`src/rtl/alu_pipe_if.sv`:
```
// Request/result bus for alu_pipe: operands and opcode in, registered result and flags out.
// Handshake: a transfer happens on a rising clk edge where valid and ready are both 1; the sender
// holds valid and its payload until that edge, and ready may depend on the receiver's state only.
interface alu_pipe_if #(parameter int WIDTH = 64);
  logic             in_valid;
  logic             in_ready;
  logic [WIDTH-1:0] a;
  logic [WIDTH-1:0] b;
  logic [3:0]       alu_op;
  logic             out_valid;
  logic             out_ready;
  logic [WIDTH-1:0] result;
  logic             zero;
  logic             negative;
  logic             carry;
  logic             overflow;
  logic             illegal_op;

  modport master (
    output in_valid, a, b, alu_op, out_ready,
    input  in_ready, out_valid, result, zero, negative, carry, overflow, illegal_op
  );

  modport slave (
    input  in_valid, a, b, alu_op, out_ready,
    output in_ready, out_valid, result, zero, negative, carry, overflow, illegal_op
  );
endinterface

```
`src/rtl/alu_pipe.sv`:
```
// Single-issue ALU with a one-entry registered output stage. Define ALU_PIPE_MUL_EN to build the
// iterative shift-add multiplier (opcode 0011) and its IDLE/BUSY FSM; otherwise 0011 is illegal.
module alu_pipe #(
  parameter int WIDTH = 64
) (
  input  logic      clk,
  input  logic      rst_n,
  alu_pipe_if.slave bus,
  output logic      fsm_busy
);

  localparam logic [3:0] OP_AND = 4'b0000;
  localparam logic [3:0] OP_OR  = 4'b0001;
  localparam logic [3:0] OP_ADD = 4'b0010;
  localparam logic [3:0] OP_SUB = 4'b0110;
  localparam logic [3:0] OP_NOR = 4'b1100;
  localparam logic [3:0] OP_SLT = 4'b0111;

  logic             accept;
  logic             start_mul;
  logic             busy;

  logic [WIDTH:0]   sum;
  logic [WIDTH:0]   diff;
  logic [WIDTH-1:0] alu_res;
  logic             alu_c;
  logic             alu_v;
  logic             alu_ill;

  logic             ld_en;
  logic [WIDTH-1:0] ld_res;
  logic             ld_c;
  logic             ld_v;
  logic             ld_ill;

  logic             out_valid_q;
  logic [WIDTH-1:0] result_q;
  logic             zero_q;
  logic             neg_q;
  logic             carry_q;
  logic             ovf_q;
  logic             ill_q;

`ifdef ALU_PIPE_MUL_EN
  localparam logic [3:0] OP_MUL = 4'b0011;
  localparam int         CW     = $clog2(WIDTH);
  localparam logic [CW-1:0] LAST = CW'(WIDTH - 1);

  typedef enum logic {IDLE = 1'b0, BUSY = 1'b1} state_t;

  state_t           state;
  logic [CW-1:0]    cnt;
  logic [WIDTH-1:0] mcand;
  logic [WIDTH-1:0] mplier;
  logic [WIDTH-1:0] acc;
  logic [WIDTH-1:0] acc_next;
  logic             mul_last;

  assign busy      = (state == BUSY);
  assign start_mul = accept && (bus.alu_op == OP_MUL);
  // One partial product per cycle: multiplicand walks left while multiplier bits are consumed LSB first.
  assign acc_next  = acc + (mplier[0] ? mcand : '0);
  assign mul_last  = busy && (cnt == LAST);
`else
  assign busy      = 1'b0;
  assign start_mul = 1'b0;
`endif

  assign bus.in_ready = rst_n && !busy && (!out_valid_q || bus.out_ready);
  assign accept       = bus.in_valid && bus.in_ready;
  assign fsm_busy     = busy;

  assign bus.out_valid  = out_valid_q;
  assign bus.result     = result_q;
  assign bus.zero       = zero_q;
  assign bus.negative   = neg_q;
  assign bus.carry      = carry_q;
  assign bus.overflow   = ovf_q;
  assign bus.illegal_op = ill_q;

  always_comb begin
    sum     = {1'b0, bus.a} + {1'b0, bus.b};
    diff    = {1'b0, bus.a} - {1'b0, bus.b};
    alu_res = '0;
    alu_c   = 1'b0;
    alu_v   = 1'b0;
    alu_ill = 1'b0;
    case (bus.alu_op)
      OP_AND: alu_res = bus.a & bus.b;
      OP_OR:  alu_res = bus.a | bus.b;
      OP_NOR: alu_res = ~(bus.a | bus.b);
      OP_ADD: begin
        alu_res = sum[WIDTH-1:0];
        alu_c   = sum[WIDTH];
        alu_v   = (bus.a[WIDTH-1] == bus.b[WIDTH-1]) && (sum[WIDTH-1] != bus.a[WIDTH-1]);
      end
      OP_SUB: begin
        // diff[WIDTH] is the borrow, so carry reads as a >= b unsigned.
        alu_res = diff[WIDTH-1:0];
        alu_c   = ~diff[WIDTH];
        alu_v   = (bus.a[WIDTH-1] != bus.b[WIDTH-1]) && (diff[WIDTH-1] != bus.a[WIDTH-1]);
      end
      OP_SLT: alu_res = {{(WIDTH-1){1'b0}}, ($signed(bus.a) < $signed(bus.b))};
      default: alu_ill = 1'b1;
    endcase
  end

  always_comb begin
    ld_en  = accept && !start_mul;
    ld_res = alu_res;
    ld_c   = alu_c;
    ld_v   = alu_v;
    ld_ill = alu_ill;
`ifdef ALU_PIPE_MUL_EN
    if (mul_last) begin
      ld_en  = 1'b1;
      ld_res = acc_next;
      ld_c   = 1'b0;
      ld_v   = 1'b0;
      ld_ill = 1'b0;
    end
`endif
  end

  always_ff @(posedge clk or negedge rst_n) begin
    if (!rst_n) begin
      out_valid_q <= 1'b0;
      result_q    <= '0;
      zero_q      <= 1'b0;
      neg_q       <= 1'b0;
      carry_q     <= 1'b0;
      ovf_q       <= 1'b0;
      ill_q       <= 1'b0;
`ifdef ALU_PIPE_MUL_EN
      state       <= IDLE;
      cnt         <= '0;
      mcand       <= '0;
      mplier      <= '0;
      acc         <= '0;
`endif
    end else begin
      if (ld_en) begin
        out_valid_q <= 1'b1;
        result_q    <= ld_res;
        zero_q      <= (ld_res == '0);
        neg_q       <= ld_res[WIDTH-1];
        carry_q     <= ld_c;
        ovf_q       <= ld_v;
        ill_q       <= ld_ill;
      end else if (out_valid_q && bus.out_ready) begin
        out_valid_q <= 1'b0;
      end
`ifdef ALU_PIPE_MUL_EN
      case (state)
        IDLE: begin
          if (start_mul) begin
            state  <= BUSY;
            cnt    <= '0;
            mcand  <= bus.a;
            mplier <= bus.b;
            acc    <= '0;
          end
        end
        BUSY: begin
          acc    <= acc_next;
          mcand  <= mcand << 1;
          mplier <= mplier >> 1;
          cnt    <= cnt + 1'b1;
          if (cnt == LAST) state <= IDLE;
        end
        default: state <= IDLE;
      endcase
`endif
    end
  end

endmodule

```
`src/flat_wrapper.sv`:
```
// flat-port wrapper written by rule: the top's interface ports become plain ports
module alu_pipe_flat 
#(
  parameter int WIDTH = 64
)
  (clk, rst_n, fsm_busy, bus_in_valid, bus_a, bus_b, bus_alu_op, bus_out_ready, bus_in_ready, bus_out_valid, bus_result, bus_zero, bus_negative, bus_carry, bus_overflow, bus_illegal_op);
  alu_pipe_if #(.WIDTH(WIDTH)) bus_i ();
  input  logic clk;
  input  logic rst_n;
  output logic fsm_busy;
  input wire logic [$bits(bus_i.in_valid)-1:0] bus_in_valid;
  input wire logic [$bits(bus_i.a)-1:0] bus_a;
  input wire logic [$bits(bus_i.b)-1:0] bus_b;
  input wire logic [$bits(bus_i.alu_op)-1:0] bus_alu_op;
  input wire logic [$bits(bus_i.out_ready)-1:0] bus_out_ready;
  output wire logic [$bits(bus_i.in_ready)-1:0] bus_in_ready;
  output wire logic [$bits(bus_i.out_valid)-1:0] bus_out_valid;
  output wire logic [$bits(bus_i.result)-1:0] bus_result;
  output wire logic [$bits(bus_i.zero)-1:0] bus_zero;
  output wire logic [$bits(bus_i.negative)-1:0] bus_negative;
  output wire logic [$bits(bus_i.carry)-1:0] bus_carry;
  output wire logic [$bits(bus_i.overflow)-1:0] bus_overflow;
  output wire logic [$bits(bus_i.illegal_op)-1:0] bus_illegal_op;
  assign bus_i.in_valid = bus_in_valid;
  assign bus_i.a = bus_a;
  assign bus_i.b = bus_b;
  assign bus_i.alu_op = bus_alu_op;
  assign bus_i.out_ready = bus_out_ready;
  assign bus_in_ready = bus_i.in_ready;
  assign bus_out_valid = bus_i.out_valid;
  assign bus_result = bus_i.result;
  assign bus_zero = bus_i.zero;
  assign bus_negative = bus_i.negative;
  assign bus_carry = bus_i.carry;
  assign bus_overflow = bus_i.overflow;
  assign bus_illegal_op = bus_i.illegal_op;
  alu_pipe #(.WIDTH(WIDTH)) u_core (.clk(clk), .rst_n(rst_n), .bus(bus_i), .fsm_busy(fsm_busy));
endmodule
```
`config.mk`:
```
export PLATFORM = sky130hd
export DESIGN_NAME = alu_pipe_flat
export DESIGN_NICKNAME = d
export VERILOG_FILES = /design/src/rtl/alu_pipe_if.sv /design/src/rtl/alu_pipe.sv /design/src/flat_wrapper.sv
export SDC_FILE = /design/constraint.sdc
export NUM_CORES = 1
export LEC_CHECK = 0
export ABC_AREA = 1
export BUFFER_PORTS_ARGS = -buffer_cell sky130_fd_sc_hd__buf_4
export CORE_MARGIN = 2
export CORE_UTILIZATION = 50
export DETAILED_ROUTE_END_ITERATION = 10
export MAX_ROUTING_LAYER = met4
export PLACE_DENSITY_LB_ADDON = 0.3
export SLEW_MARGIN = 0
export SYNTH_ARGS = -nofsm -noshare
export SYNTH_HDL_FRONTEND = slang
export SYNTH_SLANG_ARGS = --single-unit
```
`constraint.sdc`:
```
create_clock -name clk -period 3.36 [get_ports clk]
set_input_delay 0.168 -clock clk [delete_from_list [all_inputs] [get_ports clk]]
set_output_delay 0.168 -clock clk [all_outputs]
set_load 0.01 [all_outputs]
```
==> results of run 1 <==
## power groups by stage
stage | combinational [mW] | sequential (mW) | clock (mW)
finish | 3.04 | 1.01 | 0.933
detailed placement | 2.92 | 1.02 | 0
CTS | 2.93 | 1.00 | 0.936
global placement | 2.92 | 1.02 | 0
floorplan | 1.78 | 1.05 | 0
global route | 3.31 | 1.02 | 0.975
## layout make-up
cell class / count / area (um2)
inverters: 621 / 2330
well taps: 455 / 569
clock inverters: 7 / 73.8
repair buffers: 288 / 2200
flip-flops and latches: 69 / 1730
multi-input cells: 2495 / 12700
fillers: 3718 / 14500
clock buffers: 9 / 225
## worst max-delay path by stage
stage | from | to | slack [ps] | depth (start not counted)
final | bus_b[18] | u_core.bus.zero | 430 | 21
after global routing | bus_a[10] | u_core.bus.zero | 250 | 21
after CTS | bus_b[18] | u_core.bus.zero | 630 | 21
after detailed placement | bus_b[4] | u_core.bus.zero | 310 | 24
after global placement | bus_b[0] | u_core.bus.zero | 280 | 24
after floorplan | bus_b[0] | u_core.bus.zero | 1010 | 22
## cells in the final DEF (no fill, tap or decap), drive strengths merged, types with 10 or more instances in the layout
cell       n
nor3      22
dfrtp     69
o21ai    121
nand4     23
o21bai    25
nor4      10
ha       193
inv      617
o21a      11
a221oi    54
buf      288
nand3    252
nor2     488
nand2   1117
a21oi    155
## cell families after synthesis
logic type      Yosys count  share of synthesized area
xor+xnor                  3                    0.00151
buf+inv                 720                      0.169
fa+ha+maj               195                      0.141
compound gates          372                      0.127
flops                    69                     0.0995
other cells               1                   0.000216
simple gates           1924                      0.461
## metal layers
metal  vias up  part of all wire  global-route usage
li1      10500                 -                   -
met1      9495              0.42               0.555
met2      1300              0.40               0.583
met3       175              0.13              0.0777
met4         0             0.041               0.141
met5         -                 0                   -
## sequential cells by signal (all words and copies together), names as in the netlist
signal	count
u_core.bus.result	63
u_core.bus.zero	1
u_core.bus.illegal_op	1
u_core.bus.carry	1
u_core.bus.overflow	1
u_core.bus.out_valid	1
u_core.bus.negative	1
## through the flow
step	cell area, um2	total power [mW]
3_3_place_gp	19500	3.93
3_5_place_dp	19500	3.94
6_report	19800	4.98
2_1_floorplan	17400	2.84
4_1_cts	19800	4.88
5_1_grt	19800	5.30
## worst reg2reg max path, cell delays in order, from the launching register on
cell	delay, ps
dfrtp_1	380
inv_1	70
o21a_1	160
nand2_4	60
inv_1	120
nand3_1	130
nor2_1	110
nand2_1	80
nor2_1	100
nand2_1	60
nor2_1	100
nand3_1	80
nor2_1	90
nand2_1	70
nor2_1	100
nand2_1	80
nor2_1	170
nand3_1	100
nand2_1	70
==> run summary, run 1 <==
• finished clean — result of the run
• 14.3% — synthesis-to-finish area growth
• 45 — count of cell types in the netlist
• 0 — total of cells resized after clock tree synthesis
• 0 — max capacitance violation total
• 2930 ps — min cycle time layout
• 0.577 — post-layout util
• 0 — Ys Warns
• 3620 ps — Data required, critical path
• 2 — maximum buffer depth of the clock tree
• 0.402 — Global Route Usage Sum
• 9 — critical path fanouts, max
• clkbuf_16 — root buf cell
• 3190 ps — signal arrival time at the worst endpoint
• 0 — # setup viols final
• 1,088 x nand2_1, 602 x inv_1, 444 x nor2_1, 241 x nand3_1, 193 x ha_1 — most numerous cell types in the synthesized netlist
• bus_out_ready — Hold Path Origin
• u_core.bus.out_valid — origin of the critical flop-to-flop path
• 0 — Setup Fix Bufs, Post-CTS
• 5.45 — average vias per placed instance
• 1180 ps — R2R Setup Slk
• 3,944 — final std cells w/o fill
• 113 — largest net degree at the start of global routing
• done — CTS tree
• primary input — kind of launch point of the worst setup path
• 3,928 — post-placement cell count
• nand2_1 — cell with the most instances on the worst path
• 18.4 um — average detailed-routed wire length per instance
• 3 — depth of the CTS H-tree
• 0 ps — Total Negative Setup Slacks
• 3,284 — post-synthesis instance total
• 9 — number of CTS-inserted buffers
• 0.871 — fraction of the cycle the final worst path needs
• 190 um — Die Y-Extent
• 251 mW/mm2 — Cell Pwr Density
• 2 — worst hold path cell count
• 11.8 nW — Static Leak
• 0.202 — Flop pwr share
• buf_4 > inv_1 > ha_1 > nand2_1 > nor2_1 > nand2_1 > clkinv_1 > nand4_2 > nand3_2 > nand2_1 > nand3_1 > nand3_1 > nor2_1 > nand2_1 > nor2_1 > nand2_1 > nor2_1 > nand2_1 > nor2_1 > nand3_1 > nand2_1 — Cell Chain, Critical Path
• simple AND/OR/NAND/NOR gates — gate family responsible for the most delay along the worst path
• 3 — CP bufs+invs
• 0.505 — Initial Utilization
• 19,100 — via count of the first global-routing pass
• 60 ps — clk slew on worst S/H paths
• 3,815 — final net count
• 0 — initial antenna violation count
• 0.0174 mm2 — post-synthesis instance area
• ha_1 — slowest stage cell on the critical path
• dfrtp_1 — most frequently used flop master after synthesis
• 0 — final max-slew violation count
• 0.0995 — register area share after synthesis
• 72,600 um — final WL
• 0 — final antenna-violating net count
• 0 — count of final hold-check violations
• 206 — I/O Buffers
• 0 — Antenna Cells
• 62,700 um — HPWL after DPL
• 68 — number of rows in the core area
• 3.06 ps — worst setup skew after layout
• 965 ps — slew at the pin closest to its max-slew limit
• 42.2 ps — Worst Hold Margin
• 0.495 — switching power as a share of total power
• 69 — Synth Register Bits
• 208 — I/O pin cnt
• 0 — count of flip-flops with a built-in enable after synthesis
• u_core.bus.out_valid — endpoint of the worst hold-timing path
• 2.46 mW — P_sw
• nand2_1 — cell taking the most area after synthesis
• no — RSZ-0062 raised after global routing
• 21,500 — via count
• 69 — number of clock sinks seen by CTS
• 0.611 — part of the total power dissipated in combinational logic
• 190 um — chip width
• 0.0344 mm2 — Core Footprint
• primary input to flip-flop — critical path type
• 1.12 — Routability Congestion
• 0 — quantity of hold-fixing buffers added after cts
• 0.0362 mm2 — die area
• 330 ps — Clk Latency, worst-skew pair
• 2.52 mW — internal power
• 0.342 GHz — f_max
• 560 ps — delay contributed by the slowest stage of the critical path
• 109,000 um — global-route wire length before repair
• 0.357 — Slew HR
• 3,615 — Post-Synthesis Net Count
• 1.00 — Post-synth ARST share
• 5.28 um2 — average footprint of a synthesized cell
• 0.285 mV — VDD IR max
• 0.121 — fraction of final layout cells with drive strength greater than 1
• nand2_1 — most frequent cell after synthesis
• 0 — number of design rule violations left after detail routing
• flip-flop — type of element capturing the critical path
• 0.187 — portion of total power attributed to the clock network
• 6 — number of iterations in the first detailed-routing pass
• primary input to flip-flop — worst hold-check path type
• u_core.bus.zero — endpoint of the most critical register-to-register path
• nand2_1 24%, ha_1 14%, inv_1 13%, dfrtp_1 10%, nor2_1 9.6% — cell types with the largest area share after synthesis
• 433 ps — final worst setup slack
• 0 — grt ovf
• 0.235 — area share of the largest cell type after synthesis
• 2,739 — number of DRC markers after the initial detailed-route iteration
• 18 — R2R depth
• 312 ps — pre-CTS setup slack
Note: power is estimated with default switching activity, not from simulation.
==> run 2, diff against run 1 <==
Settings changed: SETUP_SLACK_MARGIN from default to 0.5.
==> run 2 against run 1 <==
First-iteration DRC count down 5.5%. Clock skew about the same. Fmax up 5.1%. Hold slack better by 2.4 ps. Sequential cell count unchanged. Register-to-register slack better by 60 ps.
==> run summary, run 2 (same netlist as run 1, synthesis figures left out) <==
• finished clean — result of the run
• 0 — quantity of hold-fixing buffers added after cts
• 109,000 um — global-route wire length before repair
• 11.8 nW — Static Leak
• 0 ps — Total Negative Setup Slacks
• bus_out_ready — Hold Path Origin
• 5.45 — average vias per placed instance
• 250 mW/mm2 — Cell Pwr Density
• 0.144 — fraction of final layout cells with drive strength greater than 1
• u_core.bus.zero — endpoint of the most critical register-to-register path
• 9 — number of CTS-inserted buffers
• 18 — R2R depth
• 3,816 — final net count
• 2790 ps — min cycle time layout
• 0 — number of design rule violations left after detail routing
• primary input — kind of launch point of the worst setup path
• flip-flop — type of element capturing the critical path
• 21,500 — via count
• 19,100 — via count of the first global-routing pass
• 3620 ps — Data required, critical path
• primary input to flip-flop — worst hold-check path type
• 0 — final antenna-violating net count
• 72,700 um — final WL
• 0 — final max-slew violation count
• 3,698 — number of fill cells
• 3.05 ps — worst setup skew after layout
• 8 — number of iterations in the first detailed-routing pass
• 0.829 — fraction of the cycle the final worst path needs
• 63 — flip-flop count of the largest register, all copies and words added
• 0 — grt ovf
• 68 — number of rows in the core area
• 0.00173 mm2 — sequential cell area in the final layout
• 0 — # setup viols final
• 0.505 — Initial Utilization
• 0.584 — post-layout util
• 206 — I/O Buffers
• 3,945 — final std cells w/o fill
• 190 um — Die Y-Extent
• 0.363 — Slew HR
• 0 — count of final hold-check violations
• 0 — max capacitance violation total
• 208 — I/O pin cnt
• 0.402 — Global Route Usage Sum
• 2 — maximum buffer depth of the clock tree
• 3,928 — post-placement cell count
• no — RSZ-0062 raised after global routing
• 190 um — chip width
• 69 — number of clock sinks seen by CTS
• 330 ps — Clk Latency, worst-skew pair
• 1240 ps — R2R Setup Slk
• bus_b[24] — Critical Path Source
• 62,700 um — HPWL after DPL
• 0.359 GHz — f_max
• 113 — largest net degree at the start of global routing
• 18.4 um — average detailed-routed wire length per instance
• 1.12 — Routability Congestion
• 8 — critical path fanouts, max
• 0.0362 mm2 — die area
• 15.7% — synthesis-to-finish area growth
• u_core.bus.zero — end of the critical path
• 0.0344 mm2 — Core Footprint
• 0.0129 mm2 — total area of multi-input combinational cells
• 0 — initial antenna violation count
• clkbuf_16 — root buf cell
• 0.285 mV — VDD IR max
• 1,076 x nand2_1, 597 x inv_1, 421 x nor2_1 — highest-count cells in the layout ignoring fill and taps
• done — CTS tree
• nand2_1 — most frequent standard cell in the layout excluding fill and tap cells
• u_core.bus.out_valid — origin of the critical flop-to-flop path
• 44.6 ps — Worst Hold Margin
• 3 — depth of the CTS H-tree
• 2,588 — number of DRC markers after the initial detailed-route iteration
• primary input to flip-flop — critical path type
• 60 ps — clk slew on worst S/H paths
• 0 — Antenna Cells
• 3050 ps — signal arrival time at the worst endpoint
• 956 ps — slew at the pin closest to its max-slew limit
[run 2: cell count changes in the layout (fill, tap and decap cells not counted), moves of 2 or more]
cell / delta
nand3_1: -5
a21oi_2: +6
nor2_1: -23
nand3_2: +5
nor2_2: +21
nand2_2: +10
ha_2: +31
nand2_1: -10
ha_1: -32
nor2_4: +2
inv_2: +3
inv_1: -3
a21oi_1: -6
[run 2: worst max-delay path, cell delays in order]
cell	delay [ps]
buf_4	120
inv_1	80
ha_2	370
a21oi_1	290
o21bai_1	130
nand2_1	70
nand2_1	150
a21oi_1	290
nand2_1	250
nand2_1	120
nand2_1	240
nand2_1	140
nand2_1	60
nor2_1	100
nand2_1	60
inv_1	70
nand4_1	90
nor2_1	100
nand3_1	80
nand2_1	60
[run 2: how the worst min path moves through the flow]
stage | cells after the start | endpoint
after floorplan | 0 | u_core.bus.carry
after global placement | 2 | u_core.bus.out_valid
after detailed placement | 2 | u_core.bus.out_valid
after CTS | 2 | u_core.bus.out_valid
after global routing | 2 | u_core.bus.out_valid
final | 2 | u_core.bus.out_valid
[run 2: routing by layer]
layer,track usage,part of all wire,vias up
li1,-,-,10500
met1,0.555,0.43,9539
met2,0.583,0.40,1240
met3,0.0777,0.13,189
met4,0.141,0.042,0
met5,-,0,-
[run 2: per-stage QoR]
step                      worst slack (ps)  power, mW  cell area (um2)
after global placement                 276       3.93            19500
after floorplan                       1010       2.84            17400
after detailed placement               312       3.94            19500
final                                  574       5.03            20100
after CTS                              625       4.88            19800
after global routing                   484       5.35            20100
[run 2: power breakdown]
group	internal [mW]	total, mW	leakage [nW]	switching (mW)
registers	0.937	1.01	0.922	0.0696
clock network	0.576	0.930	0.146	0.354
logic	1.04	3.09	10.7	2.05
[run 2: timing repair]
item,4_1_cts,5_1_grt
setup buffers,0,1
gates resized for setup,0,83
endpoints found under the setup margin,0,1
[run 2: area by class of cell]
type                            count  area share
Clock buffer                        9      0.0112
Clock inverter                      7     0.00368
Inverter                          621       0.116
Multi-Input combinational cell   2495       0.645
Sequential cell                    69      0.0860
Tap cell                          455      0.0284
Timing Repair Buffer              289       0.110
